<file path="config.mk">
export PLATFORM = sky130hd
export DESIGN_NAME = csa_resolve
export DESIGN_NICKNAME = d
export VERILOG_FILES = /design/src/rtl/csa_resolve.sv
export SDC_FILE = /design/constraint.sdc
export NUM_CORES = 1
export LEC_CHECK = 0
export ABC_AREA = 1
export CAP_MARGIN = 20
export CORE_ASPECT_RATIO = 1.5
export CORE_MARGIN = 8
export CORE_UTILIZATION = 50
export CTS_CLUSTER_DIAMETER = 40
export DETAILED_ROUTE_END_ITERATION = 6
export PLACE_DENSITY = 0.85
export REMOVE_ABC_BUFFERS = 1
export SLEW_MARGIN = 25
export SYNTH_ARGS = -nofsm -noshare
export SYNTH_HDL_FRONTEND = slang
export SYNTH_SLANG_ARGS = --single-unit
</file>
<file path="constraint.sdc">
create_clock -name clk -period 6.9 [get_ports clk]
set_clock_uncertainty 0.15 [all_clocks]
set_input_delay 1.725 -clock clk [delete_from_list [all_inputs] [get_ports clk]]
set_output_delay 1.725 -clock clk [all_outputs]
set_load 0.005 [all_outputs]
</file>
<file path="src/rtl/csa_resolve.sv">
// csa_resolve
// -----------------------------------------------------------------------------
// Sequential carry-propagate adder that resolves a carry-save (sum, carry)
// vector pair into one binary word. The add is done CHUNK_WIDTH bits per
// cycle, and the carry ripples from one chunk to the next across cycles. This
// keeps the critical path to one CHUNK_WIDTH-bit adder.
//
// Handshakes (both sides): a transfer happens on a rising clk edge where
// valid and ready are both high. The producer holds its data and valid until
// that transfer. in_ready and out_valid are decoded from the FSM state only,
// so no input feeds an output combinationally.
//
// Ports
//   clk        rising-edge clock
//   reset_n    asynchronous active-low reset
//   in_valid   operand pair present on sum_in/carry_in
//   in_ready   block is idle and can accept an operand pair
//   sum_in     carry-save sum vector
//   carry_in   carry-save carry vector (already aligned; bit 0 may be set)
//   out_valid  result/carry_out valid, held until out_ready
//   out_ready  downstream accepts the result
//   result     (sum_in + carry_in) mod 2^DATA_WIDTH
//   carry_out  bit DATA_WIDTH of the full sum (unsigned overflow)
//   fsm_state  current FSM state (0 idle, 1 add, 2 done) for observation
//
// DATA_WIDTH must be an integer multiple of CHUNK_WIDTH.
// -----------------------------------------------------------------------------
module csa_resolve #(
  parameter int DATA_WIDTH  = 64,
  parameter int CHUNK_WIDTH = 16
) (
  input  logic                  clk,
  input  logic                  reset_n,
  input  logic                  in_valid,
  output logic                  in_ready,
  input  logic [DATA_WIDTH-1:0] sum_in,
  input  logic [DATA_WIDTH-1:0] carry_in,
  output logic                  out_valid,
  input  logic                  out_ready,
  output logic [DATA_WIDTH-1:0] result,
  output logic                  carry_out,
  output logic [1:0]            fsm_state
);

  localparam int NUM_CHUNKS = DATA_WIDTH / CHUNK_WIDTH;
  localparam int IDX_W      = (NUM_CHUNKS > 1) ? $clog2(NUM_CHUNKS) : 1;
  localparam logic [IDX_W-1:0] LAST_IDX = IDX_W'(NUM_CHUNKS - 1);

  typedef enum logic [1:0] {
    IDLE = 2'd0,
    ADD  = 2'd1,
    DONE = 2'd2
  } state_t;

  state_t                 state;
  logic [DATA_WIDTH-1:0]  op_sum;
  logic [DATA_WIDTH-1:0]  op_carry;
  logic [IDX_W-1:0]       idx;
  logic                   chunk_carry;

  logic [CHUNK_WIDTH-1:0] chunk_a;
  logic [CHUNK_WIDTH-1:0] chunk_b;
  logic [CHUNK_WIDTH:0]   chunk_total;

  assign fsm_state = state;
  assign in_ready  = (state == IDLE);
  assign out_valid = (state == DONE);

  // Select the operand chunk addressed by idx with an explicit mux rather
  // than a variable part-select, so the shifter stays a plain N-way mux.
  always_comb begin
    chunk_a = '0;
    chunk_b = '0;
    for (int i = 0; i < NUM_CHUNKS; i++) begin
      if (idx == IDX_W'(i)) begin
        chunk_a = op_sum[i*CHUNK_WIDTH +: CHUNK_WIDTH];
        chunk_b = op_carry[i*CHUNK_WIDTH +: CHUNK_WIDTH];
      end
    end
    chunk_total = {1'b0, chunk_a} + {1'b0, chunk_b}
                + {{CHUNK_WIDTH{1'b0}}, chunk_carry};
  end

  always_ff @(posedge clk or negedge reset_n) begin
    if (!reset_n) begin
      state       <= IDLE;
      op_sum      <= '0;
      op_carry    <= '0;
      idx         <= '0;
      chunk_carry <= 1'b0;
      result      <= '0;
      carry_out   <= 1'b0;
    end else begin
      case (state)
        IDLE: begin
          if (in_valid) begin
            op_sum      <= sum_in;
            op_carry    <= carry_in;
            idx         <= '0;
            chunk_carry <= 1'b0;
            state       <= ADD;
          end
        end
        ADD: begin
          // Only the addressed chunk of result is written; the others keep
          // their old contents until their turn (hidden while out_valid=0).
          for (int i = 0; i < NUM_CHUNKS; i++) begin
            if (idx == IDX_W'(i)) begin
              result[i*CHUNK_WIDTH +: CHUNK_WIDTH] <= chunk_total[CHUNK_WIDTH-1:0];
            end
          end
          chunk_carry <= chunk_total[CHUNK_WIDTH];
          if (idx == LAST_IDX) begin
            carry_out <= chunk_total[CHUNK_WIDTH];
            state     <= DONE;
          end else begin
            idx <= idx + 1'b1;
          end
        end
        DONE: begin
          if (out_ready) begin
            state <= IDLE;
          end
        end
        default: state <= IDLE;
      endcase
    end
  end

endmodule

</file>
==> results of run 1 <==
cells by family after synthesis:
family,share of synthesized area (%)
and+or+nand+nor,14.4
DFF,51.1
AOI/OAI and AO/OA,8.00
muxes,18.1
buffers and inverters,5.11
adders and majority gates,2.86
xor gates and xnor gates,0.451
final cells by class:
cell class,instances,share of cell area [%]
Sequential cell,198,39.9
Multi-Input combinational cell,628,34.4
Timing Repair Buffer,208,16.8
Clock buffer,22,3.82
Tap cell,256,2.58
Inverter,59,1.78
Clock inverter,10,0.746
Antenna cell,1,0.0202
synthesized netlist by cell type (all sizes together), types with 8 or more instances:
| library cell | n | area, um^2 |
|---|---|---|
| nand2 | 235 | 887 |
| dfrtp | 198 | 4950 |
| mux2 | 127 | 1760 |
| inv | 58 | 218 |
| nand3 | 52 | 260 |
| a21oi | 48 | 240 |
| o21ai | 48 | 240 |
| nor2 | 45 | 194 |
| buf | 32 | 221 |
| a22oi | 25 | 188 |
| ha | 19 | 238 |
| clkbuf | 14 | 52.6 |
| a22o | 8 | 70.1 |
power by group:
part           internal, mW  total [mW]  switching (mW)
Combinational          1.83        4.09            2.27
Clock                 0.529       0.964           0.435
Sequential             1.75        2.09           0.336
Total                  4.11        7.14            3.04
tightest hold or removal path, stage by stage (launching register included):
cell	delay (ns)
dfrtp_1	0.35
nand2_1	0.05
nand2_1	0.05
metal layers:
layer	track usage [%]	vias to the layer above	wire length (um)
met1	24.0	3645	9840
met4	8.39	0	696
met5	0	-	0
li1	-	3469	-
met3	3.37	37	1130
met2	37.3	214	13100
through the flow:
step,setup WS (ns),hold WS (ns)
after global placement,2.65,0.305
final,2.57,0.329
after detailed placement,2.62,0.315
after CTS,2.59,0.332
after floorplan,2.16,0.315
after global routing,2.18,0.358
worst max-delay path by stage:
stage	from	end	slack, ns	cells after the start
2_1_floorplan	in_valid	idx[1]	2.16	4
3_3_place_gp	in_valid	op_carry[22]	2.65	4
3_5_place_dp	idx[0]	result[12]	2.62	16
4_1_cts	idx[0]	result[12]	2.59	16
5_1_grt	idx[0]	result[12]	2.18	16
6_report	idx[0]	result[12]	2.57	16
registers in the layout (all words and copies together) (netlist names):
register and cells:
result 64, idx 2, chunk_carry 1, fsm_state 2, carry_out 1, op_carry 64, op_sum 64
==> results.md, run 1 <==
* Status: completed
* First-pass GRT wire length at between 30,000 and 40,000 um
* Cell Rows at 62
* Fin cells at 1,382
* Max Cap Violations at 0
* CP Class: flip-flop to flip-flop
* Fillers at 1,504
* Share of layout cells above drive strength 1 at 16.0%
* Htree depth at 4
* Worst slew margin at between 30% and 40%
* Port Buffer Count at 200
* Via/cell ratio at 5.33
* Vias in the first global route at 7,857
* Via total after detailed routing at 7,365
* Commonest non-fill, non-tap cell in the layout: nand2_1
* Clk Latency, worst-skew pair at around 0.43 ns
* Routed len/inst at ~18 um
* Number of buffers created by CTS at 17
* Initial Util at about half
* Dpl cell area at 0.0118 mm^2
* YS warnings at 0
* Clock buffer depth at 2
* Core area at 0.0191 mm^2
* Data arrival, critical path at 4.50 ns
* Drc violations at 0
* Antenna violations before repair at 1
* Die X at 130 um
* Setup Fix Bufs, Post-CTS at 0
* IO Pins at 201
* Die Area at 0.0242 mm^2
* Slew @ Worst Pin at 0.995 ns
* Final HPWL from detailed placement at 18,300 um
* Power Total at a little over 7 mW
* Gate Count Post-Synth at 931
* Clock sink total at about 200
* GPL Wtd Cong at about 0.86
* Clock tree root buffer cell: clkbuf_16
* VDD IR max at 277 uV
* Crit-path most repeated cell: nand3_1
* Final Util at 65.0%
* Worst R2R Path Depth at 16
* Worst path cell trace: inv_1 > ha_1 > clkinv_1 > buf_4 > a21oi_1 > a21oi_1 > fa_1 > fa_1 > inv_1 > nand3_1 > nand3_1 > nand3_1 > nand3_1 > nand2_1 > nand3_1 > nand2_1
* Seq cells post-synth at 198
* Worst path bufs/invs at 4
* Sequential Area at 0.00495 mm^2
* Commonest cells after routing, fill and taps aside: 233 x nand2_1, 199 x clkdlybuf4s50_1, 198 x dfrtp_1
* Clk pin slew, worst setup/hold paths at 0.07 ns
* Worst setup EP type: flip-flop
* Final Critical Period at 4.33 ns
* Worst hold stages at 2
* R2R setup slack at 2.57 ns
* TritonRoute pass-1 iters at 5
* FMAX at 231 MHz
* Dpl cells at 1,348
* Endpoints failing setup at 0
* CP Max Fanout at 29
* Worst hold path class: flip-flop to flip-flop
* Reg2reg end: result[12]
* Top delay family on crit path: adder cells
* Asr flop ratio synth at 100%
* Seq/Total Area, Yosys at between 50% and 60%
* HP Start: result[34]
* R2R Path Start: idx[0]
* CP Data Required Time at 7.06 ns
* CTS resizes at 0
* Final WL at between 20,000 and 25,000 um
* Syn_area_per_cell at approximately 10 um^2
* Crit start category: flip-flop
* CP max-delay cell: ha_1
* Total congestion overflow at 0
* CTS tree: yes
* Hold Violations, Final at 0
* Hold path endpoint: result[34]
* Design Area, Final at 0.0124 mm^2
* Leakage at around 6.0 nW
* Synthesized area at 0.00970 mm^2
* Nets at 1,265
* Slew Viols, Final at 0
* Post-CTS Hold Buffers at 0
* EDFF count, synth at 0
* Main flop type after synthesis: dfrtp_1
* Antenna Violating Nets Remaining at 0
* PwrDens at ~580 mW/mm^2
* Area of the multi-input gates at 0.00426 mm^2
* Yosys cell types at 32
* Die Y at 187 um
* DRT iter0 DRCs at 449
* RSZ-0062 raised after global routing: false
* Crit path largest cell delay at roughly 0.65 ns
* Final period utilization at 62.8%
* Setup TNS at 0 ns
* Area grow syn2layout at 27.9%
* Largest net degree at the start of global routing at 97
* Global Route Usage Sum at 20.9%
Note: power is estimated with default switching activity, not from simulation.
==> run 2, diff against run 1 <==
==> constraint.sdc (replaced) <==
create_clock -name clk -period 4.3 [get_ports clk]
set_clock_uncertainty 0.15 [all_clocks]
set_input_delay 1.075 -clock clk [delete_from_list [all_inputs] [get_ports clk]]
set_output_delay 1.075 -clock clk [all_outputs]
set_load 0.005 [all_outputs]
==> results.md, run 2 (synthesis results as in run 1) <==
* Final Critical Period at 3.64 ns (-0.695 ns)
* CP Class: flip-flop to flip-flop
* Crit. path cell count at 19 (+3)
* Htree depth at 4 (unchanged)
* Number of buffers created by CTS at 17 (unchanged)
* Biggest regs: op_carry x64, op_sum x64, result x64
* Slew Viols, Final at 0 (unchanged)
* Data arrival, critical path at 3.82 ns (-0.68 ns)
* Sw Pwr at 4.96 mW (+63%)
* Clock sink total at 198 (unchanged)
* Endpoints failing setup at 0 (unchanged)
* DRT iter0 DRCs at 596 (+33%)
* Clk pwr share at 13.8% (+0.3 points)
* Worst path cell trace: inv_1 > ha_1 > inv_1 > nor2_2 > buf_4 > a22oi_1 > nand2_1 > o21ai_0 > a21oi_1 > ha_1 > nand2_1 > inv_1 > nand2_1 > nor3_1 > nand2_1 > nand2_1 > nand2_1 > nand3_1 > nand2_1
* Commonest non-fill, non-tap cell in the layout: nand2_1
* Crit start category: flip-flop
* Via/cell ratio at 5.36 (+0.50%)
* Slew @ Worst Pin at 0.670 ns (-0.325 ns)
* Setup Fix Bufs, Post-CTS at 0 (unchanged)
* Port Buffer Count at 200 (unchanged)
* PwrDens at 926 mW/mm^2 (+61%)
* Top delay family on crit path: simple AND/OR/NAND/NOR gates
* Flop pwr share at 29.3% (about the same)
* First-pass GRT wire length at 41,100 um (+3.1%)
* Worst Setup EP: result[15]
* Reg2reg end: result[15]
* Area grow syn2layout at 28.7%
* R2R Path Start: idx[0]
* Die Area at 0.0242 mm^2 (unchanged)
* Antenna violations before repair at 1 (unchanged)
* Share of layout cells above drive strength 1 at 16.5% (+0.47 points)
* Antenna Violating Nets Remaining at 0 (unchanged)
* Via total after detailed routing at 7,423 (+0.79%)
* RSZ-0062 raised after global routing: false
* Vias in the first global route at 7,873 (+0.20%)
* Max Cap Violations at 0 (unchanged)
* Drc violations at 0 (unchanged)
* Setup TNS at 0 ns (unchanged)
* Worst setup EP type: flip-flop
* Hold Violations, Final at 0 (unchanged)
* TritonRoute pass-1 iters at 5 (unchanged)
* Crit-path most repeated cell: nand2_1
* Clock tree root buffer cell: clkbuf_16
* Core area at 0.0191 mm^2 (unchanged)
* Clk pin slew, worst setup/hold paths at 0.07 ns (about the same)
* CTS tree: yes
* Final period utilization at 84.6% (+22 points)
* Die X at 130 um (unchanged)
* Final HPWL from detailed placement at 19,300 um (+5.4%)
* Nets at 1,269 (+0.32%)
* Initial Util at 50.8% (unchanged)
* Beginning of the critical path: idx[0]
* Largest net degree at the start of global routing at 83 (-14%)
* IO Pins at 201 (unchanged)
* Worst path bufs/invs at 4 (unchanged)
* Cell Rows at 62 (unchanged)
* Worst R2R Path Depth at 19 (+3)
* Pint at 6.60 mW (+61%)
* CP Max Fanout at 20 (-31%)
* Die Y at 187 um (unchanged)
* Final Util at 65.4% (+0.41 points)
* Final WL at 25,700 um (+3.5%)
* Clk Latency, worst-skew pair at 0.44 ns (about the same)
* CTS resizes at 0 (unchanged)
* Routed len/inst at 18.5 um (+3.2%)
* Crit path largest cell delay at 0.44 ns (-0.21 ns)
* GPL Wtd Cong at 0.881 (+2.5%)
* Total congestion overflow at 0 (unchanged)
* Place WS at 0.630 ns (-1.99 ns)
* Worst slew margin at 55.3% (+22 points)
* R2R setup slack at 0.66 ns (-1.91 ns)
* FMAX at 275 MHz (+19%)
* Logic gate share of total power at 56.9% (-0.4 points)
* CP Data Required Time at 4.48 ns (-2.58 ns)
* Leakage at 6.06 nW (+0.61%)
* Status: completed
* Fin worst setup slack at 0.662 ns (-1.91 ns)
* VDD IR max at 407 uV (+47%)
* CP max-delay cell: nor2_2
* Post-CTS Hold Buffers at 0 (unchanged)
* Global Route Usage Sum at 21.5% (+0.67 points)
* Clock buffer depth at 2 (unchanged)
* Commonest cells after routing, fill and taps aside: 233 x nand2_1, 199 x clkdlybuf4s50_1, 198 x dfrtp_1
* Sw frac at 42.9% (+0.41 points)
* Worst hold path class: flip-flop to flip-flop
## run 2: cell count changes in the layout (fill, tap and decap cells not counted)
cell and change:
buf_12 +2, buf_4 +2, clkbuf_1 -2, clkbuf_8 -1, clkinv_2 -4, clkinv_4 +4
inv_6 +2, inv_8 +1
## run 2: tightest hold or removal path, cell delays in order (launching register included)
cell and delay (ns):
dfrtp_1 0.35, nand2_1 0.06, nand2_1 0.05
## run 2: through the flow
stage | cells | total power, mW | hold WS (ns) | instance area [um^2]
final | 1386 | 11.6 | 0.329 | 12500
after global routing | 1386 | 12.4 | 0.352 | 12500
after CTS | 1385 | 11.6 | 0.327 | 12500
after detailed placement | 1353 | 9.94 | 0.309 | 11900
after global placement | 1353 | 9.71 | 0.308 | 11900
after floorplan | 885 | 7.80 | 0.315 | 9430
## run 2: power groups by stage
stage	registers (mW)	clock network [mW]	logic (mW)
after floorplan	3.24	0	4.56
after global placement	3.35	0	6.36
after detailed placement	3.40	0	6.54
after CTS	3.38	1.62	6.59
after global routing	3.48	1.69	7.27
final	3.39	1.59	6.58
## run 2: worst min path at each step
stage,from,endpoint,cells after the start
detailed placement,result[34],result[34],2
global placement,result[34],result[34],2
global route,result[34],result[34],2
finish,result[34],result[34],2
CTS,result[34],result[34],2
floorplan,result[2],result[2],2
## run 2: metal layers
metal / vias up / global-route usage, % / share of wire [%]
li1: 3481 / - / -
met3: 37 / 3.94 / 4.6
met2: 231 / 38.2 / 53
met5: - / 0 / 0
met1: 3674 / 24.8 / 39
met4: 0 / 8.61 / 2.8
## run 2: final cells by class
class                   count  area [um^2]
fillers                  1519         6600
flip-flops and latches    198         4950
clock buffers              19          453
well taps                 256          320
inverters                  59          221
multi-input cells         628         4260
diodes                      1         2.50
clock inverters            13          136
repair buffers            212         2130
